--- config.mk ---
export PLATFORM = sky130hd
export DESIGN_NAME = game_level_select
export DESIGN_NICKNAME = d
export VERILOG_FILES = /design/src/rtl/game_level_select.sv
export SDC_FILE = /design/constraint.sdc
export NUM_CORES = 1
export LEC_CHECK = 0
export CORE_MARGIN = 5
export CORE_UTILIZATION = 30
export DETAILED_ROUTE_END_ITERATION = 16
export PLACE_DENSITY = 0.59
export SKIP_CTS_REPAIR_TIMING = 1
export SLEW_MARGIN = 20
export SYNTH_ARGS = -nofsm -noshare
export SYNTH_HDL_FRONTEND = slang
export SYNTH_SLANG_ARGS = --single-unit
--- constraint.sdc ---
create_clock -name clock -period 2.9 [get_ports clock]
set_input_delay 0.58 -clock clock [delete_from_list [all_inputs] [get_ports clock]]
set_output_delay 0.58 -clock clock [all_outputs]
set_load 0.1 [all_outputs]
--- src/rtl/game_level_select.sv ---
// game_level_select: debounced, registered level selector for the maze game.
// Raw switches must hold one value for STABLE_CYCLES samples before a level is committed.
// A committed level drives a one-hot play enable, a level index, and the +5/-5 score
// tile coordinates taken from the parameter tables.
// Optional feature macro: GAME_LEVEL_LOCK_EN. When it is defined, a level change is held
// off while gameActive is high. Dropping to no selection is never held off.
module game_level_select #(
    parameter int NUM_LEVELS    = 3,
    parameter int COORD_W       = 5,
    parameter int STABLE_CYCLES = 4,
    parameter logic [NUM_LEVELS*COORD_W-1:0] PLUS_X_TABLE  = {5'd1, 5'd21, 5'd17},
    parameter logic [NUM_LEVELS*COORD_W-1:0] PLUS_Y_TABLE  = {5'd21, 5'd4, 5'd9},
    parameter logic [NUM_LEVELS*COORD_W-1:0] MINUS_X_TABLE = {5'd3, 5'd10, 5'd10},
    parameter logic [NUM_LEVELS*COORD_W-1:0] MINUS_Y_TABLE = {5'd5, 5'd6, 5'd9},
    localparam int LVL_W = (NUM_LEVELS > 1) ? $clog2(NUM_LEVELS) : 1
) (
    input  logic                  clock,
    input  logic                  resetn,
    input  logic [NUM_LEVELS-1:0] sel,
    input  logic                  gameActive,
    output logic [NUM_LEVELS-1:0] levelOneHot,
    output logic [LVL_W-1:0]      levelIdx,
    output logic                  levelValid,
    output logic                  externalReset,
    output logic                  levelChanged,
    output logic                  selError,
    output logic [COORD_W-1:0]    scorePlusFiveX,
    output logic [COORD_W-1:0]    scorePlusFiveY,
    output logic [COORD_W-1:0]    scoreMinusFiveX,
    output logic [COORD_W-1:0]    scoreMinusFiveY
);

    // STABLE_CYCLES >= 2, so CNT_W is at least 1 and always holds STABLE_CYCLES-1.
    localparam int CNT_W = $clog2(STABLE_CYCLES);
    localparam logic [CNT_W-1:0] CNT_MAX = CNT_W'(STABLE_CYCLES - 1);

    typedef enum logic {IDLE, PLAY} state_t;

    state_t                state;
    logic [NUM_LEVELS-1:0] sel_q;
    logic [CNT_W-1:0]      cnt;
    logic                  qualified;
    logic                  sel_none;
    logic                  sel_one;
    logic                  sel_multi;
    logic                  lock_hold;
    logic                  do_commit;
    logic                  do_idle;
    logic [LVL_W-1:0]      new_idx;

    function automatic int unsigned bit_count(input logic [NUM_LEVELS-1:0] v);
        int unsigned n;
        n = 0;
        for (int i = 0; i < NUM_LEVELS; i++) begin
            if (v[i]) n++;
        end
        return n;
    endfunction

    function automatic logic [LVL_W-1:0] idx_of(input logic [NUM_LEVELS-1:0] v);
        logic [LVL_W-1:0] idx;
        idx = '0;
        for (int i = 0; i < NUM_LEVELS; i++) begin
            if (v[i]) idx = LVL_W'(i);
        end
        return idx;
    endfunction

    function automatic logic [COORD_W-1:0] coord(input logic [NUM_LEVELS*COORD_W-1:0] tbl,
                                                 input logic [LVL_W-1:0] idx);
        return tbl[int'(idx)*COORD_W +: COORD_W];
    endfunction

`ifdef GAME_LEVEL_LOCK_EN
    // A running game freezes the level until gameActive drops.
    assign lock_hold = gameActive;
`else
    // gameActive has no effect in this build.
    logic unused_game_active;
    assign unused_game_active = gameActive;
    assign lock_hold          = 1'b0;
`endif

    // Classify the filtered selection and decide whether this edge commits.
    always_comb begin
        qualified = (sel == sel_q) && (cnt == CNT_MAX);
        sel_none  = (sel_q == '0);
        sel_one   = (bit_count(sel_q) == 1);
        sel_multi = (bit_count(sel_q) > 1);
        new_idx   = idx_of(sel_q);
        do_idle   = qualified && sel_none && (state == PLAY);
        do_commit = qualified && sel_one &&
                    ((state == IDLE) || ((sel_q != levelOneHot) && !lock_hold));
    end

    // Stability filter: count consecutive identical samples, saturating at STABLE_CYCLES-1.
    always_ff @(posedge clock) begin
        if (!resetn) begin
            sel_q <= '0;
            cnt   <= '0;
        end else begin
            sel_q <= sel;
            if (sel != sel_q) begin
                cnt <= '0;
            end else if (cnt != CNT_MAX) begin
                cnt <= cnt + 1'b1;
            end
        end
    end

    // Level FSM with registered outputs; all committed outputs update on the same edge.
    always_ff @(posedge clock) begin
        if (!resetn) begin
            state           <= IDLE;
            levelOneHot     <= '0;
            levelIdx        <= '0;
            levelValid      <= 1'b0;
            externalReset   <= 1'b1;
            levelChanged    <= 1'b0;
            selError        <= 1'b0;
            scorePlusFiveX  <= '0;
            scorePlusFiveY  <= '0;
            scoreMinusFiveX <= '0;
            scoreMinusFiveY <= '0;
        end else begin
            selError     <= sel_multi;
            levelChanged <= 1'b0;
            if (do_idle) begin
                state           <= IDLE;
                levelOneHot     <= '0;
                levelIdx        <= '0;
                levelValid      <= 1'b0;
                externalReset   <= 1'b1;
                levelChanged    <= 1'b1;
                scorePlusFiveX  <= '0;
                scorePlusFiveY  <= '0;
                scoreMinusFiveX <= '0;
                scoreMinusFiveY <= '0;
            end else if (do_commit) begin
                state           <= PLAY;
                levelOneHot     <= sel_q;
                levelIdx        <= new_idx;
                levelValid      <= 1'b1;
                externalReset   <= 1'b0;
                levelChanged    <= 1'b1;
                scorePlusFiveX  <= coord(PLUS_X_TABLE, new_idx);
                scorePlusFiveY  <= coord(PLUS_Y_TABLE, new_idx);
                scoreMinusFiveX <= coord(MINUS_X_TABLE, new_idx);
                scoreMinusFiveY <= coord(MINUS_Y_TABLE, new_idx);
            end
        end
    end

endmodule

# Word level (Yosys, flattened, before mapping)
# Index checks and enable logic that the tools add are counted.
[op_classes] addsub=3 multipliers=1 order_cmp=1 n_eq_ne=6 n_shift=4 mux=7 bitwise_logic=2 reduce_logical=9
[op_table] op="$shiftx A15 B32 Y5 const A" count=3
[op_table] op="$add A32 B1 Y32 const B" count=2
[op_table] op="$mux W32" count=2
[op_table] op="$eq A32 B1 Y1 const B" count=1
[op_table] op="$gt A32 B1 Y1 const B" count=1
[op_table] op="$shiftx A15 B6 Y5 const A" count=1
[op_table] op="$ne A3 B3 Y1" count=2
[op_table] op="$logic_and A1 B1 Y1" count=5
[op_table] op="$mul A2 B3 Y5 const B" count=1
[op_table] op="$mux W1" count=4
[op_table] op="$reduce_or A2 Y1" count=2
[op_table] op="$eq A3 B3 Y1" count=1
[op_table] op="$logic_not A3 Y1" count=1
[op_table] op="$add A2 B1 Y2 const B" count=1
[op_table] op="$eq A2 B2 Y1 const B" count=1
[op_table] op="$mux W2" count=1
[op_table] op="$ne A2 B2 Y1 const B" count=1
[op_table] op="$not A1 Y1" count=2
[op_table] op="$logic_or A1 B1 Y1" count=1
[totals] register_bits=34 output_inout_bits=29 word_cells=45

# Logic depth before layout (Yosys ltp)
# Gate-level depths: netlist of the first run.
[logic_depth] word_depth=10 depth_mapped=6 mapped_depth_nobuf=6

# Least setup slack after synthesis of the first run
# OpenSTA, ideal clock, no wires.
[synth_path] path_kind="register to register" startpoint="reg levelOneHot[0]" endpoint="reg levelOneHot[2]" setup_ns=0.075 arrival_time_ns=1.949 required_time_ns=2.825 setup_slack_ns=0.877 stages_incl_launch_ff=5 cell_sequence="dfxtp_1 > xnor2_1 > and4_1 > or4_1 > o21ai_0"
[synth_between] elab_chain_cells=3
[synth_lines] element="from (decl)" line_no="21" rtl="output logic [NUM_LEVELS-1:0] levelOneHot,"
[synth_lines] element="from (signal assigned)" line_no="141" rtl="levelOneHot <= sel_q;"
[synth_lines] element="$ne A3 B3 Y1" line_no="93" rtl="((state == IDLE) || ((sel_q != levelOneHot) && !lock_hold));"
[synth_lines] element="$logic_or A1 B1 Y1" line_no="93"
[synth_lines] element="$logic_and A1 B1 Y1" line_no="92" rtl="do_commit = qualified && sel_one &&"
# No other way between the ends.
# A chain may end at the register's enable or synchronous reset.

# Worst setup path in the final report of the first run
[layout_path] startpoint="reg sel_q[1]" endpoint="reg levelOneHot[0]"
[layout_between] elab_chain_cells=6
[layout_lines] element="from (decl)" line_no="40" rtl="logic [NUM_LEVELS-1:0] sel_q;"
[layout_lines] element="from (signal assigned)" line_no="102" rtl="sel_q <= sel;"
[layout_lines] element="$mux W32" line_no="55" rtl="if (v[i]) n++;"
[layout_lines] element="$add A32 B1 Y32" line_no="55"
[layout_lines] element="$mux W32" line_no="55"
[layout_lines] element="$eq A32 B1 Y1" line_no="88" rtl="sel_one = (bit_count(sel_q) == 1);"
[layout_lines] element="$logic_and A1 B1 Y1 (2 in a row)" line_no="92"
# Parallel ways exist; a longest one is shown, timed or not.

==> impl_metrics.csv, run 1 <==
group,metric,value,unit
critical_path,worst-path-max-fanout,6,
timing,rsz0062_at_grt,"false",
cells_and_area,finalNonFillerCells,166,
placement,place_worst_setup_slack,572,ps
synthesis,ys_seq_elements,19,
synthesis,synth_top_area_share,39.5,%
critical_path,cp_top_family,"compound AO/OA/AOI/OAI gates",
synthesis,syn_inst,102,
critical_path,arrival,2600,ps
timing,hold_violations,0,
power,internal-power,0.000334,W
synthesis,ys_types,33,
timing,worst_slack,513,ps
timing,max_slew.worst_pin.slew,698,ps
timing,fin_worst_skew,1.87,ps
routing,vias,762,
routing,ant_nets,0,
cts,cts_tree,"yes",
routing,routedWlPerCell,12.1,um
routing,drtIter0Drc,20,
synthesis,avgSynthCellArea,9.43,um^2
power,irDropWorstVdd,0.000168,V
critical_path,startpoint_type,"flop",
critical_path,end_kind,"flop",
timing,drv_slew,0,
power,sw_frac_of_total,30.8,%
min_path,worstHoldStart,"externalReset",
die,io_pins,35,
critical_path,slowest_delay,630,ps
synthesis,ys_async_sr_fraction,0,%
critical_path,r2r_setup_slack,510,ps
timing,fin_crit,2390,ps
die,coreArea,0.00305,mm^2
synthesis,ys.flop_type,"dfxtp_1",
die,fp.dieW,66.6,um
global_routing,overflow,0,
cells_and_area,layout-drive-gt1-share,24.6,%
power,power_leakage,0.503,nW
cts,path_clk_slew,110,ps
routing,drc,0,
min_path,whs_path_depth,1,
cells_and_area,area_delta_synth_final,20.5,%
synthesis,synth_area,962,um^2
routing,viasPerCell,4.59,
die,initial_core_util,31.5,%
status,status,"finished, final reports clean",
cts,cts_max_level,1,
cells_and_area,final_cell_area,0.00116,mm^2
critical_path,r2r-start,"sel_q[1]",
die,rows,20,
die,die_area,0.00444,mm^2
power,power.switching,0.000149,W
critical_path,crit_type,"flop to flop",
timing,setup_violations,0,
cts,cts.sinks,19,
critical_path,r2r_end,"levelOneHot[0]",
placement,placed_area,0.00113,mm^2
global_routing,antenna_found_initial,0,
placement,place_congestion,0.768,
timing,timing.fmax,419,MHz
critical_path,reg2reg_depth,6,
synthesis,synth_warnings,0,
cts,numCtsBuffers,3,
cts,clk_latency,300,ps
cts,clk_path_buf_depth,2,
critical_path,slowest_stage,"a221oi_1",
synthesis,synth-edff-count,0,
min_path,hp-class,"flop to flop",
cts,cts_root_buf,"clkbuf_4",
synthesis,yosysSeqAreaShare,39.5,%
power,p_comb_share,15.9,%
run,maxCapViolCount,0,
global_routing,grtUsageTotal,9.70,%
critical_path,cp.depth,6,
timing,max-slew-margin-rel,53.5,%
timing,finalCritPeriodShare,82.3,%
synthesis,synth.largest_area_cell,"dfxtp_1",
global_routing,grt_pass1_vias,763,
placement,hpwl,1580,um
synthesis,synth_area_leaders,"dfxtp_1, buf_4, xnor2_1",
power,pwr-share-clk,28.0,%
cells_and_area,fillers,322,
min_path,hold_end,"externalReset",
critical_path,path_buf_inv,1,
timing,tns,0,ps
power,seq_power_share,56.1,%
die,die_h,66.6,um
global_routing,grt_first_pass_wirelength,3270,um
routing,firstDrtPassIters,4,
global_routing,grt_max_degree,12,
cells_and_area,nets,133,
placement,dpl.cell_count,162,
critical_path,cp.required,3120,ps
cells_and_area,n_antenna_cell,0,
power,power_density,416,mW/mm^2
routing,finalWirelength,2010,um
placement,port_buffers,27,
power,total_power,0.000483,W
critical_path,crit_chain,"inv_1, ha_1, nand2b_2, a221oi_1, nand3_1, o31ai_1",
[how the worst max path moves through the flow]
stage                               from        endpoint  slack, ps
after floorplan           levelOneHot[0]  levelOneHot[2]        880
after detailed placement        sel_q[1]  levelOneHot[1]        570
after global placement          sel_q[1]  levelOneHot[0]        610
after global routing            sel_q[1]  levelOneHot[0]        350
after CTS                       sel_q[1]  levelOneHot[0]        550
final                           sel_q[1]  levelOneHot[0]        510
[layout make-up]
cell class / count / area [um^2] / share of cell area [%]
multi-input combinational: 67 / 462 / 39.8
clock buffer: 3 / 22.5 / 1.94
inverter: 4 / 15.0 / 1.29
sequential: 19 / 380 / 32.8
timing repair buffer: 28 / 220 / 19.0
tap: 44 / 55.1 / 4.75
clock inverter: 1 / 5.00 / 0.432
[synthesized netlist by cell type, types with 2 or more instances]
cell and n:
mux2i_1 2, a211oi_1 2, nand4_1 2, ha_1 3, o31ai_1 3, a21oi_1 3, a31oi_1 2, nand2_1 8
o311ai_0 2, o21ai_0 2, nor2_1 5, a21o_1 2, inv_1 4, nand3_1 2, and2_1 4, dfxtp_1 19
xnor2_1 6, buf_4 16
[worst register-to-register path, stage by stage (launching register included)]
cell and delay (ps):
dfxtp_1 490, inv_1 130, ha_1 280, nand2b_2 180, a221oi_1 630, nand3_1 320, o31ai_1 280
[cell families (layout without fill, tap and decap cells)]
| kind of cell | count (synthesis) | after routing | synth area share (%) |
|---|---|---|---|
| simple gates | 27 | 27 | 15.3 |
| compound gates | 21 | 21 | 15.9 |
| buf+inv | 21 | 36 | 14.4 |
| flops | 19 | 19 | 39.5 |
| xor+xnor | 7 | 7 | 6.37 |
| fa+ha+maj | 4 | 4 | 5.98 |
| mux | 2 | 2 | 2.08 |
| other cells | 1 | 6 | 0.390 |
[per-layer routing]
| layer | vias to the layer above | wire, um | global-route usage [%] |
|---|---|---|---|
| met1 | 354 | 884 | 11.3 |
| met3 | 4 | 136 | 1.35 |
| met4 | 0 | 42 | 6.09 |
| met2 | 28 | 944 | 16.5 |
| li1 | 376 | - | - |
| met5 | - | 0 | 0 |
[sequential cells by signal (all words and copies together), names as in the netlist]
signal,count
levelOneHot,3
scorePlusFiveY,3
sel_q,3
cnt,2
scoreMinusFiveX,2
scorePlusFiveX,2
externalReset,1
levelChanged,1
selError,1
state,1
[power groups by stage]
stage / clock (W) / combinational, W / sequential, W
after floorplan: 0 / 0.0000674 / 0.000278
final: 0.000135 / 0.0000768 / 0.000271
after global routing: 0.000150 / 0.0000826 / 0.000272
after CTS: 0.000139 / 0.0000766 / 0.000271
after global placement: 0 / 0.0000761 / 0.000277
after detailed placement: 0 / 0.0000763 / 0.000277
[layout by cell type, fill, tap and decap left out, drive strengths merged]
cell type      Yosys  final
and4               1      1
a31oi              2      2
clkinv             0      1
o21ai              2      2
inv                4      4
clkdlybuf4s50      0      4
dfxtp             19     19
o211a              1      1
a41oi              1      1
nand2b             1      1
ha                 3      3
nor3               1      1
nand3              2      2
a221o              1      1
buf               16     24
o311ai             2      2
nand2              8      8
o21a               1      1
and3               1      1
o31ai              3      3
and4b              1      1
mux2i              2      2
nand4              2      2
fa                 1      1
nor2               5      5
and2               4      4
a21o               2      2
xnor2              6      6
or4                1      1
a211oi             2      2
xor2               1      1
a221oi             1      1
clkbuf             1      3
conb               1      6
a21oi              3      3
[metrics by stage]
stage | hold slack, ps | util [%]
floorplan | 468 | -
global placement | 450 | 37.1
detailed placement | 456 | 37.1
CTS | 483 | 38.0
global route | 518 | 38.0
finish | 476 | 38.0
Note: power is estimated with default switching activity, not from simulation.
==> inputs of run 2 (changes only) <==
Clock period 2.9 ns to 2.39 ns, I/O delays scaled along.
==> impl_metrics.csv, run 2 (synthesis results as in run 1) <==
group,metric,value,unit
status,status,"finished, final reports clean",
critical_path,end_kind,"flop",
cts,cts_root_buf,"clkbuf_4",
global_routing,grt_pass1_vias,784,
timing,fin_crit,2260,ps
critical_path,worst-path-max-fanout,6,
cts,cts_max_level,1,
run,maxCapViolCount,0,
timing,rsz0062_at_grt,"false",
cts,clk_latency,300,ps
cells_and_area,regArea,380,um^2
critical_path,arrival,2490,ps
min_path,hp-class,"flop to flop",
routing,ant_nets,0,
critical_path,slowest_delay,560,ps
critical_path,cp.required,2620,ps
cells_and_area,layout.cells.most_common,"buf_4",
die,io_pins,35,
timing,setup_violations,0,
critical_path,crit_type,"flop to flop",
cells_and_area,n_antenna_cell,0,
routing,drc,0,
die,fp.dieW,66.6,um
global_routing,antenna_found_initial,0,
cells_and_area,layout-drive-gt1-share,25.8,%
cts,cts_tree,"yes",
cts,path_clk_slew,110,ps
die,rows,20,
placement,hpwl,1630,um
critical_path,path_buf_inv,1,
routing,routedWlPerCell,12.5,um
critical_path,cp_top_family,"simple AND/OR/NAND/NOR gates",
global_routing,grt_max_degree,12,
timing,timing.hold.ws,475,ps
power,irDropWorstVdd,0.000206,V
global_routing,grtUsageTotal,10.6,%
cells_and_area,nets,135,
cells_and_area,final_cell_area,0.00118,mm^2
critical_path,crit_chain,"inv_1, ha_1, nand2b_2, a221o_1, or4_1, o21ai_0",
timing,hold_violations,0,
cells_and_area,top_regs,"levelOneHot (3), scorePlusFiveY (3), sel_q (3)",
routing,firstDrtPassIters,4,
power,total_power,0.000589,W
routing,finalWirelength,2090,um
routing,viasPerCell,4.56,
timing,drv_slew,0,
power,power_leakage,0.517,nW
cts,cts.sinks,19,
die,coreArea,0.00305,mm^2
power,power_density,499,mW/mm^2
placement,place_congestion,0.781,
placement,placed_area,0.00115,mm^2
cells_and_area,area_delta_synth_final,22.8,%
critical_path,slowest_stage,"or4_1",
global_routing,overflow,0,
timing,fin_worst_skew,7.63,ps
die,initial_core_util,31.5,%
die,die_h,66.6,um
cts,clk_path_buf_depth,2,
cells_and_area,layout_common_cells,"buf_4, dfxtp_1, nand2_1",
routing,drtIter0Drc,24,
routing,vias,766,
critical_path,startpoint_type,"flop",
cells_and_area,fillers,326,
placement,port_buffers,27,
timing,timing.fmax,443,MHz
timing,finalCritPeriodShare,94.4,%
die,die_area,0.00444,mm^2
global_routing,grt_first_pass_wirelength,3570,um
cts,numCtsBuffers,3,
timing,tns,0,ps
cells_and_area,utilization,38.7,%
cells_and_area,multi_input_area,468,um^2
-- run 2: cell count changes in the layout (fill, tap and decap cells not counted), sizes merged --
cell and change:
buf +2
-- run 2: power by group --
group / switching, W / leakage [nW] / internal, W / total, W
Combinational: 0.0000756 / 0.345 / 0.0000239 / 0.0000995
Sequential: 0.00000533 / 0.154 / 0.000321 / 0.000326
Clock: 0.000101 / 0.0177 / 0.0000624 / 0.000164
-- run 2: layer usage --
layer	share of wire, %	global-route usage [%]	up-vias
met1	45	12.3	351
met4	2.6	8.12	0
met2	46	17.0	26
met5	0	0	-
met3	6.4	2.19	4
li1	-	-	385
-- run 2: layout make-up --
type                    count  area share [%]
clock inverters             1           0.424
flip-flops and latches     19            32.2
well taps                  44            4.66
clock buffers               3            1.91
multi-input cells          67            39.6
repair buffers             30            19.9
inverters                   4            1.27
-- run 2: worst reg2reg max path: stages, from the launching register on --
cell and delay [ps]:
dfxtp_1 500, inv_1 140, ha_1 280, nand2b_2 190, a221o_1 410, or4_1 560, o21ai_0 90
-- run 2: final timing paths --
| path | end | from | depth (start not counted) | slack, ps |
|---|---|---|---|---|
| max | levelOneHot[2] | sel_q[1] | 6 | 130 |
| min | externalReset | externalReset | 1 | 480 |
| max reg2reg | levelOneHot[2] | sel_q[1] | 6 | 130 |
| min reg2reg | externalReset | externalReset | 1 | 480 |
-- run 2: metrics by stage --
stage          setup WS [ps]  cells
2_1_floorplan            367    107
3_3_place_gp             210    164
3_5_place_dp             170    164
4_1_cts                  145    168
5_1_grt                 8.44    168
6_report                 134    168
